===== config.mk =====
export PLATFORM = sky130hd
export DESIGN_NAME = multi_cycle_ctrl_flat
export DESIGN_NICKNAME = d
export VERILOG_FILES = /design/src/rtl/multi_cycle_ctrl_if.sv /design/src/rtl/multi_cycle_ctrl.sv /design/src/flat_wrapper.sv
export SDC_FILE = /design/constraint.sdc
export NUM_CORES = 1
export LEC_CHECK = 0
export CORE_ASPECT_RATIO = 1.2
export CORE_MARGIN = 5
export CORE_UTILIZATION = 30
export CTS_CLUSTER_DIAMETER = 40
export DETAILED_ROUTE_END_ITERATION = 8
export SLEW_MARGIN = 10
export SYNTH_ARGS = -nofsm -noshare
export SYNTH_HDL_FRONTEND = slang
export SYNTH_SLANG_ARGS = --single-unit

===== constraint.sdc =====
create_clock -name clk_i -period 2.76 [get_ports clk_i]
set_input_delay 0.276 -clock clk_i [delete_from_list [all_inputs] [get_ports clk_i]]
set_output_delay 0.276 -clock clk_i [all_outputs]
set_load 0.02 [all_outputs]

===== src/rtl/multi_cycle_ctrl_if.sv =====
// Control bundle between the multi-cycle controller and its datapath.
// The controller side is the master; the datapath/memory side is the slave.
interface multi_cycle_ctrl_if #(
  parameter int CNT_W = 32
);
  logic [5:0]       opcode_i;
  logic [5:0]       funct_i;
  logic             mem_ready_i;
  logic             pc_write_o;
  logic             pc_write_cond_o;
  logic             branch_ne_o;
  logic [1:0]       pc_source_o;
  logic             i_or_d_o;
  logic             mem_read_o;
  logic             mem_write_o;
  logic             ir_write_o;
  logic [1:0]       reg_dst_o;
  logic [1:0]       mem_to_reg_o;
  logic             reg_write_o;
  logic             alu_src_a_o;
  logic [1:0]       alu_src_b_o;
  logic [1:0]       alu_op_o;
  logic [3:0]       state_o;
  logic [CNT_W-1:0] retired_o;
  logic             illegal_o;
  logic             bus_err_o;
  logic             halted_o;

  modport master (
    input  opcode_i, funct_i, mem_ready_i,
    output pc_write_o, pc_write_cond_o, branch_ne_o,
    output pc_source_o, i_or_d_o, mem_read_o,
    output mem_write_o, ir_write_o, reg_dst_o,
    output mem_to_reg_o, reg_write_o, alu_src_a_o,
    output alu_src_b_o, alu_op_o, state_o,
    output retired_o, illegal_o, bus_err_o, halted_o
  );

  modport slave (
    output opcode_i, funct_i, mem_ready_i,
    input  pc_write_o, pc_write_cond_o, branch_ne_o,
    input  pc_source_o, i_or_d_o, mem_read_o,
    input  mem_write_o, ir_write_o, reg_dst_o,
    input  mem_to_reg_o, reg_write_o, alu_src_a_o,
    input  alu_src_b_o, alu_op_o, state_o,
    input  retired_o, illegal_o, bus_err_o, halted_o
  );
endinterface


===== src/rtl/multi_cycle_ctrl.sv =====
// Multi-cycle MIPS-subset control FSM: sequences the shared datapath,
// waits on memory with a bus timeout, counts retirements, halts on faults.
module multi_cycle_ctrl #(
  parameter int TIMEOUT = 16,
  parameter int CNT_W   = 32
) (
  input  logic                clk_i,
  input  logic                rst_i,
  multi_cycle_ctrl_if.master  bus
);

  typedef enum logic [3:0] {
    FETCH    = 4'd0,
    DECODE   = 4'd1,
    MEM_ADDR = 4'd2,
    MEM_RD   = 4'd3,
    MEM_WB   = 4'd4,
    MEM_WR   = 4'd5,
    R_EXEC   = 4'd6,
    R_WB     = 4'd7,
    BRANCH   = 4'd8,
    JUMP     = 4'd9,
    I_EXEC   = 4'd10,
    I_WB     = 4'd11,
    JR       = 4'd12,
    JAL      = 4'd13,
    HALT     = 4'd15
  } state_e;

  localparam logic [5:0] OP_R    = 6'b000000;
  localparam logic [5:0] OP_J    = 6'b000010;
  localparam logic [5:0] OP_JAL  = 6'b000011;
  localparam logic [5:0] OP_BEQ  = 6'b000100;
  localparam logic [5:0] OP_BNE  = 6'b000101;
  localparam logic [5:0] OP_ADDI = 6'b001000;
  localparam logic [5:0] OP_SLTI = 6'b001010;
  localparam logic [5:0] OP_ORI  = 6'b001101;
  localparam logic [5:0] OP_LUI  = 6'b001111;
  localparam logic [5:0] OP_LW   = 6'b100011;
  localparam logic [5:0] OP_SW   = 6'b101011;
  localparam logic [5:0] FN_JR   = 6'b001000;

  localparam int WW = (TIMEOUT > 1) ? $clog2(TIMEOUT) : 1;
  localparam logic [WW-1:0] WAIT_LAST = WW'(TIMEOUT - 1);

  state_e           state_q, state_d;
  logic [WW-1:0]    wait_q, wait_d;
  logic [CNT_W-1:0] retired_q, retired_d;
  logic             illegal_q, illegal_d;
  logic             bus_err_q, bus_err_d;

  logic [5:0] op;
  logic       rdy;
  logic       expired;
  logic       retire;

  assign op      = bus.opcode_i;
  assign rdy     = bus.mem_ready_i;
  assign expired = (wait_q == WAIT_LAST);

  always_ff @(posedge clk_i or posedge rst_i) begin
    if (rst_i) begin
      state_q   <= FETCH;
      wait_q    <= '0;
      retired_q <= '0;
      illegal_q <= 1'b0;
      bus_err_q <= 1'b0;
    end else begin
      state_q   <= state_d;
      wait_q    <= wait_d;
      retired_q <= retired_d;
      illegal_q <= illegal_d;
      bus_err_q <= bus_err_d;
    end
  end

  always_comb begin
    bus.pc_write_o      = 1'b0;
    bus.pc_write_cond_o = 1'b0;
    bus.branch_ne_o     = 1'b0;
    bus.pc_source_o     = 2'b00;
    bus.i_or_d_o        = 1'b0;
    bus.mem_read_o      = 1'b0;
    bus.mem_write_o     = 1'b0;
    bus.ir_write_o      = 1'b0;
    bus.reg_dst_o       = 2'b00;
    bus.mem_to_reg_o    = 2'b00;
    bus.reg_write_o     = 1'b0;
    bus.alu_src_a_o     = 1'b0;
    bus.alu_src_b_o     = 2'b00;
    bus.alu_op_o        = 2'b00;
    state_d   = state_q;
    wait_d    = wait_q;
    illegal_d = illegal_q;
    bus_err_d = bus_err_q;
    retire    = 1'b0;

    unique case (state_q)
      FETCH: begin
        bus.mem_read_o  = 1'b1;
        bus.alu_src_b_o = 2'b01;
        bus.ir_write_o  = rdy;
        bus.pc_write_o  = rdy;
        if (rdy) begin
          state_d = DECODE;
        end else if (expired) begin
          state_d   = HALT;
          bus_err_d = 1'b1;
        end else begin
          wait_d = wait_q + 1'b1;
        end
      end
      DECODE: begin
        bus.alu_src_b_o = 2'b11;
        unique case (1'b1)
          op == OP_R && bus.funct_i == FN_JR: state_d = JR;
          op == OP_R && bus.funct_i != FN_JR: state_d = R_EXEC;
          op == OP_LW || op == OP_SW:         state_d = MEM_ADDR;
          op == OP_BEQ || op == OP_BNE:       state_d = BRANCH;
          op == OP_J:                         state_d = JUMP;
          op == OP_JAL:                       state_d = JAL;
          op == OP_ADDI || op == OP_SLTI ||
          op == OP_ORI || op == OP_LUI:       state_d = I_EXEC;
          default: begin
            state_d   = HALT;
            illegal_d = 1'b1;
          end
        endcase
      end
      MEM_ADDR: begin
        bus.alu_src_a_o = 1'b1;
        bus.alu_src_b_o = 2'b10;
        state_d = (op == OP_SW) ? MEM_WR : MEM_RD;
      end
      MEM_RD: begin
        bus.mem_read_o = 1'b1;
        bus.i_or_d_o   = 1'b1;
        if (rdy) begin
          state_d = MEM_WB;
        end else if (expired) begin
          state_d   = HALT;
          bus_err_d = 1'b1;
        end else begin
          wait_d = wait_q + 1'b1;
        end
      end
      MEM_WB: begin
        bus.reg_write_o  = 1'b1;
        bus.mem_to_reg_o = 2'b01;
        retire = 1'b1;
      end
      MEM_WR: begin
        bus.mem_write_o = 1'b1;
        bus.i_or_d_o    = 1'b1;
        if (rdy) begin
          retire = 1'b1;
        end else if (expired) begin
          state_d   = HALT;
          bus_err_d = 1'b1;
        end else begin
          wait_d = wait_q + 1'b1;
        end
      end
      R_EXEC: begin
        bus.alu_src_a_o = 1'b1;
        bus.alu_op_o    = 2'b10;
        state_d = R_WB;
      end
      R_WB: begin
        bus.reg_write_o = 1'b1;
        bus.reg_dst_o   = 2'b01;
        retire = 1'b1;
      end
      BRANCH: begin
        bus.alu_src_a_o     = 1'b1;
        bus.alu_op_o        = 2'b01;
        bus.pc_write_cond_o = 1'b1;
        bus.pc_source_o     = 2'b01;
        bus.branch_ne_o     = (op == OP_BNE);
        retire = 1'b1;
      end
      JUMP: begin
        bus.pc_write_o  = 1'b1;
        bus.pc_source_o = 2'b10;
        retire = 1'b1;
      end
      I_EXEC: begin
        bus.alu_src_a_o = 1'b1;
        bus.alu_src_b_o = 2'b10;
        bus.alu_op_o    = 2'b11;
        state_d = I_WB;
      end
      I_WB: begin
        bus.reg_write_o  = 1'b1;
        bus.mem_to_reg_o = (op == OP_LUI) ? 2'b10 : 2'b00;
        retire = 1'b1;
      end
      JR: begin
        bus.pc_write_o  = 1'b1;
        bus.pc_source_o = 2'b11;
        retire = 1'b1;
      end
      JAL: begin
        bus.pc_write_o   = 1'b1;
        bus.pc_source_o  = 2'b10;
        bus.reg_write_o  = 1'b1;
        bus.reg_dst_o    = 2'b10;
        bus.mem_to_reg_o = 2'b11;
        retire = 1'b1;
      end
      HALT: state_d = HALT;
      default: state_d = HALT;
    endcase

    if (retire) state_d = FETCH;
    if (state_d != state_q) wait_d = '0;
  end

  assign retired_d     = retire ? retired_q + CNT_W'(1) : retired_q;
  assign bus.state_o   = state_q;
  assign bus.retired_o = retired_q;
  assign bus.illegal_o = illegal_q;
  assign bus.bus_err_o = bus_err_q;
  assign bus.halted_o  = (state_q == HALT);

endmodule

===== src/flat_wrapper.sv =====
// flat-port wrapper written by rule: the top's interface ports become plain ports
module multi_cycle_ctrl_flat 
#(
  parameter int TIMEOUT = 16,
  parameter int CNT_W   = 32
)
  (clk_i, rst_i, bus_opcode_i, bus_funct_i, bus_mem_ready_i, bus_pc_write_o, bus_pc_write_cond_o, bus_branch_ne_o, bus_pc_source_o, bus_i_or_d_o, bus_mem_read_o, bus_mem_write_o, bus_ir_write_o, bus_reg_dst_o, bus_mem_to_reg_o, bus_reg_write_o, bus_alu_src_a_o, bus_alu_src_b_o, bus_alu_op_o, bus_state_o, bus_retired_o, bus_illegal_o, bus_bus_err_o, bus_halted_o);
  multi_cycle_ctrl_if #(.CNT_W(CNT_W)) bus_i ();
  input  logic clk_i;
  input  logic rst_i;
  input wire logic [$bits(bus_i.opcode_i)-1:0] bus_opcode_i;
  input wire logic [$bits(bus_i.funct_i)-1:0] bus_funct_i;
  input wire logic [$bits(bus_i.mem_ready_i)-1:0] bus_mem_ready_i;
  output wire logic [$bits(bus_i.pc_write_o)-1:0] bus_pc_write_o;
  output wire logic [$bits(bus_i.pc_write_cond_o)-1:0] bus_pc_write_cond_o;
  output wire logic [$bits(bus_i.branch_ne_o)-1:0] bus_branch_ne_o;
  output wire logic [$bits(bus_i.pc_source_o)-1:0] bus_pc_source_o;
  output wire logic [$bits(bus_i.i_or_d_o)-1:0] bus_i_or_d_o;
  output wire logic [$bits(bus_i.mem_read_o)-1:0] bus_mem_read_o;
  output wire logic [$bits(bus_i.mem_write_o)-1:0] bus_mem_write_o;
  output wire logic [$bits(bus_i.ir_write_o)-1:0] bus_ir_write_o;
  output wire logic [$bits(bus_i.reg_dst_o)-1:0] bus_reg_dst_o;
  output wire logic [$bits(bus_i.mem_to_reg_o)-1:0] bus_mem_to_reg_o;
  output wire logic [$bits(bus_i.reg_write_o)-1:0] bus_reg_write_o;
  output wire logic [$bits(bus_i.alu_src_a_o)-1:0] bus_alu_src_a_o;
  output wire logic [$bits(bus_i.alu_src_b_o)-1:0] bus_alu_src_b_o;
  output wire logic [$bits(bus_i.alu_op_o)-1:0] bus_alu_op_o;
  output wire logic [$bits(bus_i.state_o)-1:0] bus_state_o;
  output wire logic [$bits(bus_i.retired_o)-1:0] bus_retired_o;
  output wire logic [$bits(bus_i.illegal_o)-1:0] bus_illegal_o;
  output wire logic [$bits(bus_i.bus_err_o)-1:0] bus_bus_err_o;
  output wire logic [$bits(bus_i.halted_o)-1:0] bus_halted_o;
  assign bus_i.opcode_i = bus_opcode_i;
  assign bus_i.funct_i = bus_funct_i;
  assign bus_i.mem_ready_i = bus_mem_ready_i;
  assign bus_pc_write_o = bus_i.pc_write_o;
  assign bus_pc_write_cond_o = bus_i.pc_write_cond_o;
  assign bus_branch_ne_o = bus_i.branch_ne_o;
  assign bus_pc_source_o = bus_i.pc_source_o;
  assign bus_i_or_d_o = bus_i.i_or_d_o;
  assign bus_mem_read_o = bus_i.mem_read_o;
  assign bus_mem_write_o = bus_i.mem_write_o;
  assign bus_ir_write_o = bus_i.ir_write_o;
  assign bus_reg_dst_o = bus_i.reg_dst_o;
  assign bus_mem_to_reg_o = bus_i.mem_to_reg_o;
  assign bus_reg_write_o = bus_i.reg_write_o;
  assign bus_alu_src_a_o = bus_i.alu_src_a_o;
  assign bus_alu_src_b_o = bus_i.alu_src_b_o;
  assign bus_alu_op_o = bus_i.alu_op_o;
  assign bus_state_o = bus_i.state_o;
  assign bus_retired_o = bus_i.retired_o;
  assign bus_illegal_o = bus_i.illegal_o;
  assign bus_bus_err_o = bus_i.bus_err_o;
  assign bus_halted_o = bus_i.halted_o;
  multi_cycle_ctrl #(.TIMEOUT(TIMEOUT), .CNT_W(CNT_W)) u_core (.clk_i(clk_i), .rst_i(rst_i), .bus(bus_i));
endmodule

# == Word-level counts from Yosys, hierarchy flattened ==
# Cells that the tools add are included.
# classes
add_sub_neg,2
n_eq_ne,30
muxes,29
bitwise_logic,2
reduce_logical,23
# op_table
op,count
4-bit two-way mux,9
"32-bit by 1-bit adder with 32-bit output, second input constant",1
"4-bit equality test, second input constant",8
4-bit case mux with 8 select lines,1
"6-bit by 4-bit equality test with 1-bit output, second input constant",5
4-bit case mux with 7 select lines,1
2-bit case mux with 3 select lines,4
"4-bit by 3-bit equality test with 1-bit output, second input constant",4
7-bit OR reduction,2
"6-bit by 2-bit equality test with 1-bit output, second input constant",2
"6-bit by 3-bit equality test with 1-bit output, second input constant",2
"6-bit equality test, second input constant",2
1-bit two-way mux,9
"4-bit by 2-bit equality test with 1-bit output, second input constant",2
2-bit OR reduction,4
4-bit OR reduction,2
6-bit logical NOT,1
"6-bit by 4-bit inequality test with 1-bit output, second input constant",1
3-bit AND reduction,2
3-bit OR reduction,2
1-bit logical OR,5
"4-bit by 1-bit adder with 4-bit output, second input constant",1
"4-bit by 1-bit equality test with 1-bit output, second input constant",1
4-bit logical NOT,1
11 further kinds,14
# word_totals
register_bits,42
input_bits,15
output_inout_bits,58
elab_cells,91

# == Depth between registers and ports, before layout ==
# Gate-level depths: netlist of the first run.
# depth
depth_word,10
depth_mapped,7

# == Worst setup path before layout of the first run ==
# Ideal clock, no wire load.
# synth_timing
path_type,reg2reg
start,"register u_core.state_q[2], in the netlist u_core.bus.state_o[2]"
end,register u_core.wait_q[1]
setup_ns,0.137
t_arrival_ns,1.947
t_required_ns,2.623
path_slack_ns,0.676
stages_incl_launch_ff,7
path_cell_list,dfrtp_1 > buf_6 > or2_4 > nor2_1 > a41oi_1 > a311oi_2 > nor4_1
# synth_between
elab_chain_cells,7
elab_cells_between_ends,29
# synth_rtl
element,line_no,rtl
"start, declared",multi_cycle_ctrl.sv:46,"state_e state_q, state_d;"
"start signal, assigned",multi_cycle_ctrl.sv:69,state_q <= state_d;
4-bit by 3-bit equality test with 1-bit output (tied with other cells),multi_cycle_ctrl.sv:98,unique case (state_q)
7-bit OR reduction (no line) (tied with other cells),n/a,
4-bit case mux with 8 select lines or 1-bit case mux with 2 select lines (tied branches),multi_cycle_ctrl.sv:98,
4-bit two-way mux,multi_cycle_ctrl.sv:215,if (retire) state_d = FETCH;
4-bit inequality test,multi_cycle_ctrl.sv:216,if (state_d != state_q) wait_d = '0;
2-bit inequality test (no line) (tied with other cells),n/a,
3-bit AND reduction (no line),n/a,
"end signal, assigned",multi_cycle_ctrl.sv:70,wait_q <= wait_d;
"end, declared",multi_cycle_ctrl.sv:47,"logic [WW-1:0] wait_q, wait_d;"
# Parallel ways exist; a longest one is shown, timed or not.
# A chain may end at the register's enable or synchronous reset.

# == Final worst setup path of the first run ==
# layout_timing
start,"register u_core.state_q[3], in the netlist u_core.bus.state_o[3]"
end,output port bus_branch_ne_o
# layout_between
elab_chain_cells,2
# layout_rtl
element,line_no,rtl
4-bit equality test,multi_cycle_ctrl.sv:98,
1-bit two-way mux,multi_cycle_ctrl.sv:98,
"end, declared",flat_wrapper.sv:16,output wire logic [$bits(bus_i.branch_ne_o)-1:0] bus_branch_ne_o;
# Every way passes these cells.

==> results of run 1 <==
cell usage in the layout (no fill, tap or decap), types with 6 or more instances in the layout:
cell             instances
nand2_1                 16
nand3_1                 20
dfrtp_1                 41
nor2_1                  19
nor3_1                   7
nand4_1                 11
clkdlybuf4s50_1         71
buf_4                   11
xnor2_1                 32
and3_1                  10
clkbuf_8                 6
tightest hold or removal path: stages:
cell             delay, ns
clkdlybuf4s50_1       0.40
clkinv_1              0.04
buf_4                 0.43
area by class of cell:
class | count | area (µm²)
fillers | 817 | 4910
clock inverters | 2 | 12.5
repair buffers | 84 | 826
clock buffers | 6 | 82.6
inverters | 5 | 18.8
well taps | 117 | 146
multi-input cells | 202 | 1420
flip-flops and latches | 42 | 1050
worst paths after layout:
kind	cells after the start	slack [ns]	start	end
min in group clk_i	1	0.46	u_core.bus.bus_err_o	u_core.bus.bus_err_o
hold / removal	3	0.40	rst_i	u_core.bus.retired_o[19]
setup reg to reg	7	0.38	u_core.bus.state_o[2]	u_core.bus.retired_o[24]
setup / recovery	5	0.20	u_core.bus.state_o[3]	bus_branch_ne_o
hold reg to reg	1	0.46	u_core.bus.bus_err_o	u_core.bus.bus_err_o
max in group asynchronous	3	1.95	rst_i	u_core.bus.state_o[1]
state kept, by name, summed over array words and instances (netlist names):
name,count
u_core.bus.retired_o,32
u_core.bus.state_o,4
u_core.wait_q,4
u_core.bus.bus_err_o,1
u_core.bus.illegal_o,1
cell families (layout without fill, tap and decap cells):
group / Yosys count / in the layout
adders and majority gates: 2 / 2
muxes: 2 / 2
AOI/OAI and AO/OA: 36 / 36
xor gates and xnor gates: 37 / 37
DFF: 42 / 42
buffers and inverters: 19 / 97
and+or+nand+nor: 125 / 125
routing by layer:
metal / wire, µm / GRT usage [%] / vias to the layer above
met3: 515 / 3.99 / 9
li1: - / - / 1114
met1: 3040 / 16.2 / 1116
met5: 0 / 0 / -
met4: 113 / 4.23 / 0
met2: 3110 / 20.8 / 78
cells in the mapped netlist, types with 3 or more instances:
master / count / area, µm²
dfrtp_1: 42 / 1050
xnor2_1: 32 / 280
nand3_1: 20 / 100
nor2_1: 19 / 71.3
nand2_1: 16 / 60.1
nand4_1: 11 / 68.8
and3_1: 10 / 62.6
nor3_1: 7 / 35.0
and2_1: 5 / 31.3
inv_1: 5 / 18.8
nand2b_1: 5 / 31.3
nor4_1: 5 / 31.3
a21oi_1: 4 / 20.0
buf_2: 4 / 20.0
buf_6: 4 / 45.0
nor2b_1: 4 / 25.0
xor2_1: 4 / 35.0
a31oi_1: 3 / 18.8
and4_1: 3 / 26.3
clkbuf_1: 3 / 11.3
nor3_2: 3 / 30.0
nor4b_1: 3 / 26.3
o21ai_0: 3 / 15.0
power breakdown:
part           switching, mW  internal [mW]  leakage, nW
Sequential             0.168          0.690        0.564
Clock                  0.220          0.201       0.0472
Combinational          0.870          0.735        0.798
Total                   1.26           1.63         1.41
==> key figures, run 1 <==
Logic synthesis
  • Distinct cell type count after synthesis: 61
  • Post-synthesis simple-gate area fraction: 28.7%
  • Gate Count Post-Synth: between 200 and 300
  • Post-synth EDFFs: 0
  • Sequential area share after synthesis: 40.7%
  • Largest family of logic cells by synthesized area: simple AND/OR/NAND/NOR gates
  • Mux contribution to synthesized area: 0.824%
  • Mean Syn Cell Area: between 9 and 10 µm²
  • Prevailing post-synth register cell: dfrtp_1
  • Yosys warning count: 0
  • Post-synthesis compound-gate area fraction: a little under an eighth
  • Post-Synth Adder-Cell Area: 0.970%
  • Yosys reg bits: 42
  • Post-Syn Nets: 280
  • Synth Area in XOR/XNOR: 12.9%
  • Syn Std Cell Area: 2580 µm²
  • Ys async rst share: 100%

Setup path
  • Critical Path AT: 2.28 ns
  • CP top delay family: buffers and inverters
  • Worst-path cell with the longest stage delay: clkdlybuf4s50_1
  • CP Class: reg2out
  • Worst setup EP type: primary output
  • CP bufs+invs: 2
  • Startpoint types: flop
  • Req. time, crit path: 2.48 ns
  • Worst Path Max Fanout: 12
  • Critical Path Max Stage Delay: about 0.6 ns
  • Worst-path cell chain: buf_4, nand2b_1, nor3_1, and3_1, clkdlybuf4s50_1

Timing
  • Setup TNS: 0 ns
  • Final hold violation count: 0
  • Achievable Freq: 391 MHz
  • Clock skew: 0.00758 ns
  • RSZ-0062 raised after global routing: no
  • Worst-margin pin slew: 0.735 ns
  • Min cycle time layout: 2.56 ns
  • Final max-slew violation count: 0
  • Final setup fails: 0
  • Setup ws final: roughly 0.20 ns
  • Relative slew slack: around half
  • Final worst-path cycle share: 92.8%
  • Hold slack: 0.401 ns

Clock network
  • CTS resizes: 0
  • Clk Latency, worst-skew pair: approximately 0.30 ns
  • Clock root cell: clkbuf_8
  • Post-CTS setup buffers: 0
  • H-tree depth: 2
  • CTS Buf Count: 5
  • Clk sinks: 42
  • Cts hold-fix bufs: 0
  • CTS Buffer Depth: 2
  • Reg clk slew, reported paths: 0.08 ns
  • CTS tree: built

Finish
  • Final nets: 357
  • Area added between synthesis and finish: 37.9%
  • Share of cells above drive strength 1: 12.0%
  • Non-filler instance count after layout: 458
  • Final Cell Area: around 3600 µm²
  • Final core occ: 42.0%
  • Antenna cell count: 0

Detailed routing
  • Post-route ant nets: 0
  • Via density: 5.06
  • Wirelength per Cell: 14.8 µm
  • Post-route DRC: 0
  • Total Wirelength: 6780 µm
  • Drt pass-1 iters: 4
  • Via count: 2317
  • Initial DRC count: 40

GRT
  • Pin count of the biggest net entering global routing: 43
  • Total GRT Usage: ~13%
  • Global route overflow: 0
  • First-pass GRT wire length: 11100 µm
  • Vias in the first global route: roughly 2300
  • Initial antenna violation count: 0

Floorplanning
  • Chip width: 94.7 µm
  • Initial core utilization: 30.5%
  • Die area: 10600 µm²
  • Core footprint: approximately 8500 µm²
  • Num rows: 37
  • I/O pin count: 73
  • Die height: ~110 µm

Power and ir drop
  • LEAKAGE: 1.41 nW
  • Max VDD drop: 0.000609 V
  • Tot Pwr: 2.89 mW
  • Power per cell area: slightly above 800 nW/µm²

Place
  • Area after DPL: 3460 µm²
  • Dpl hpwl: 5050 µm
  • RePlAce Congestion: slightly below 0.9
  • Buffers on Ports: 72
  • Post-Place Worst Slack: 0.0512 ns
  • Placed cell count: 450

Status
  • Status: finished, final reports clean

Job
  • MaxCap Viol Count: 0

Worst hold path
  • Worst hold path class: in2async
No activity file was read; power rests on OpenSTA's default activity.
==> run 2, diff against run 1 <==
--- a/config.mk
+++ b/config.mk
@@ -10,7 +10,8 @@
 export CORE_UTILIZATION = 30
 export CTS_CLUSTER_DIAMETER = 40
 export DETAILED_ROUTE_END_ITERATION = 8
-export SLEW_MARGIN = 10
+export HOLD_SLACK_MARGIN = 0.15
+export SLEW_MARGIN = 20
 export SYNTH_ARGS = -nofsm -noshare
 export SYNTH_HDL_FRONTEND = slang
 export SYNTH_SLANG_ARGS = --single-unit
==> constraint.sdc (replaced) <==
create_clock -name clk_i -period 2.85 [get_ports clk_i]
set_input_delay 0.285 -clock clk_i [delete_from_list [all_inputs] [get_ports clk_i]]
set_output_delay 0.285 -clock clk_i [all_outputs]
set_load 0.02 [all_outputs]
==> run 2 against run 1 <==
Against the previous run:
- sequential power shrank 4.0%
- final cell count down 0.22%
- die area unchanged
- non-clock buffer count is the same
- core utilization rose by 0.059 points
- setup slack improved by 0.13 ns
- register-to-register slack improved by 0.04 ns
- wire length rose by 0.66%
- first-iteration DRC count rose by 43%
- critical path type unchanged
==> key figures, run 2 (synthesis gave the netlist of run 1 again) <==
Clock network
  • Clock root cell: clkbuf_8
  • Clk Latency, worst-skew pair: 0.29 ns (about the same)
  • CTS Buf Count: 5 (unchanged)
  • H-tree depth: 2 (unchanged)
  • Clk sinks: 42 (unchanged)
  • Reg clk slew, reported paths: 0.08 ns (about the same)
  • CTS tree: built
  • CTS Buffer Depth: 2 (unchanged)

Setup path
  • Source of the critical timing path: u_core.bus.state_o[2]
  • Worst-path cell with the longest stage delay: clkdlybuf4s50_1
  • R2R Path End: u_core.bus.retired_o[28]
  • Worst Reg-to-Reg Cells: 7 (unchanged)
  • Startpoint types: flop
  • Worst-path cell chain: buf_4, buf_4, nand2b_1, nand3_1, o211ai_1, o31ai_1, clkdlybuf4s50_1
  • Worst setup EP type: primary output
  • Critical path endpoint: bus_reg_write_o
  • CP Class: reg2out
  • Critical Path AT: 2.24 ns (-0.04 ns)
  • CP bufs+invs: 3 (+1)
  • Critical Path Max Stage Delay: 0.65 ns (+0.05 ns)
  • Worst Path Max Fanout: 9 (-3)
  • Req. time, crit path: 2.57 ns (+0.09 ns)
  • CP Depth: 7 (+2)
  • CP dominant cell by count: buf_4
  • R2R Setup Slk: 0.42 ns (+0.04 ns)
  • CP top delay family: buffers and inverters
  • Critical R2R Launch: u_core.bus.state_o[2]

Job
  • MaxCap Viol Count: 0 (unchanged)

Finish
  • Antenna cell count: 0 (unchanged)
  • Commonest non-fill, non-tap cell in the layout: clkdlybuf4s50_1
  • Share of cells above drive strength 1: 11.8% (-0.26 points)
  • Area added between synthesis and finish: 38.1%
  • Final nets: 357 (unchanged)
  • Final core occ: 42.0% (+0.059 points)
  • Commonest cells after routing, fill and taps aside: clkdlybuf4s50_1, dfrtp_1, xnor2_1
  • Flip-flop count of the largest register after layout: 32 (unchanged)

Timing
  • Clock skew: 0.00633 ns (-0.00124 ns)
  • Final hold violation count: 0 (unchanged)
  • Final max-slew violation count: 0 (unchanged)
  • RSZ-0062 raised after global routing: no
  • Achievable Freq: 396 MHz
  • Relative slew slack: 47.0% (-3.8 points)
  • Setup ws final: 0.327 ns (+0.128 ns)
  • Final setup fails: 0 (unchanged)
  • Final worst-path cycle share: around nine tenths
  • Setup TNS: 0 ns (unchanged)
  • Min cycle time layout: around 2.5 ns
  • Hold slack: 0.354 ns (-0.0469 ns)
  • Worst-margin pin slew: 0.790 ns (+0.0555 ns)

Power and ir drop
  • LEAKAGE: 1.42 nW (+0.48%)
  • Max VDD drop: 0.000461 V (-24%)
  • Power per cell area: 799 nW/µm² (-1.5%)

GRT
  • GR Util met2: 21.3% (+0.47 points)
  • Met3 usage: 4.32% (+0.34 points)
  • Initial antenna violation count: 0 (unchanged)
  • Most used routing layer in global routing: met2
  • First-pass GRT wire length: 11200 µm (+1.4%)
  • Global route overflow: 0 (unchanged)
  • Met1 usage: 15.8% (-0.42 points)
  • Vias in the first global route: 2332 (+0.43%)
  • Pin count of the biggest net entering global routing: 23 (-47%)
  • Total GRT Usage: 13.0% (+0.097 points)

Floorplanning
  • Num rows: 37 (unchanged)
  • I/O pin count: 73 (unchanged)
  • Die area: 10600 µm² (unchanged)
  • Die height: 112 µm (unchanged)
  • Core footprint: 8470 µm² (unchanged)
  • Chip width: 94.7 µm (unchanged)
  • Initial core utilization: 30.5% (unchanged)

Detailed routing
  • Wirelength per Cell: 14.9 µm (+0.88%)
  • Initial DRC count: 57 (+43%)
  • Post-route ant nets: 0 (unchanged)
  • Total Wirelength: 6820 µm (+0.66%)
  • Post-route DRC: 0 (unchanged)
  • Via density: 5.08 (+0.39%)
  • Drt pass-1 iters: 4 (unchanged)
  • Via count: 2321 (+0.17%)

Place
  • Dpl hpwl: 5220 µm (+3.3%)
  • RePlAce Congestion: 0.854 (-2.2%)
  • Buffers on Ports: 72 (unchanged)
  • Post-Place Worst Slack: 0.0664 ns (+0.0151 ns)

Worst hold path
  • Worst hold path class: in2async

Status
  • Status: finished, final reports clean
-- run 2: what timing repair did --
action	in CTS	in global routing
endpoints found under the setup margin	0	1
buffers inserted	0	0
gates resized for setup	0	2
hold buffers	0	0
-- run 2: how the worst min path moves through the flow --
stage               slack [ns]  cells after the start                  endpoint
floorplan                 0.53                      1      u_core.bus.bus_err_o
global placement          0.45                      1      u_core.bus.bus_err_o
detailed placement        0.45                      1      u_core.bus.bus_err_o
CTS                       0.38                      2  u_core.bus.retired_o[20]
global route              0.40                      2  u_core.bus.retired_o[20]
finish                    0.35                      2  u_core.bus.retired_o[19]
-- run 2: final cells by class --
class | instances | area, µm²
Timing Repair Buffer | 84 | 813
Tap cell | 117 | 146
Fill cell | 829 | 4910
Sequential cell | 42 | 1050
Clock inverter | 1 | 30.0
Clock buffer | 6 | 82.6
Inverter | 5 | 18.8
Multi-Input combinational cell | 202 | 1420
-- run 2: worst register-to-register path: stages, from the launching register on --
cell and delay [ns]:
dfrtp_1 0.48, buf_4 0.20, a21bo_2 0.23, a211oi_2 0.27, buf_4 0.24, and3_1 0.52
nand4_1 0.21, xnor2_1 0.17
-- run 2: power by group --
group / internal, mW / switching, mW / total (mW)
sequential: 0.669 / 0.156 / 0.825
combinational: 0.697 / 0.852 / 1.55
clock: 0.280 / 0.190 / 0.471
total: 1.65 / 1.20 / 2.84
-- run 2: per-stage QoR --
stage / power, mW / instances / area [µm²]
floorplan: 1.79 / 263 / 2580
global placement: 2.38 / 450 / 3450
detailed placement: 2.39 / 450 / 3450
CTS: 2.88 / 457 / 3560
global route: 3.04 / 457 / 3560
finish: 2.84 / 457 / 3560
-- run 2: routing by layer --
layer / vias to the layer above / share of wire (%)
li1: 1113 / -
met1: 1109 / 43
met2: 93 / 47
met3: 6 / 9.1
met4: 0 / 1.1
met5: - / 0
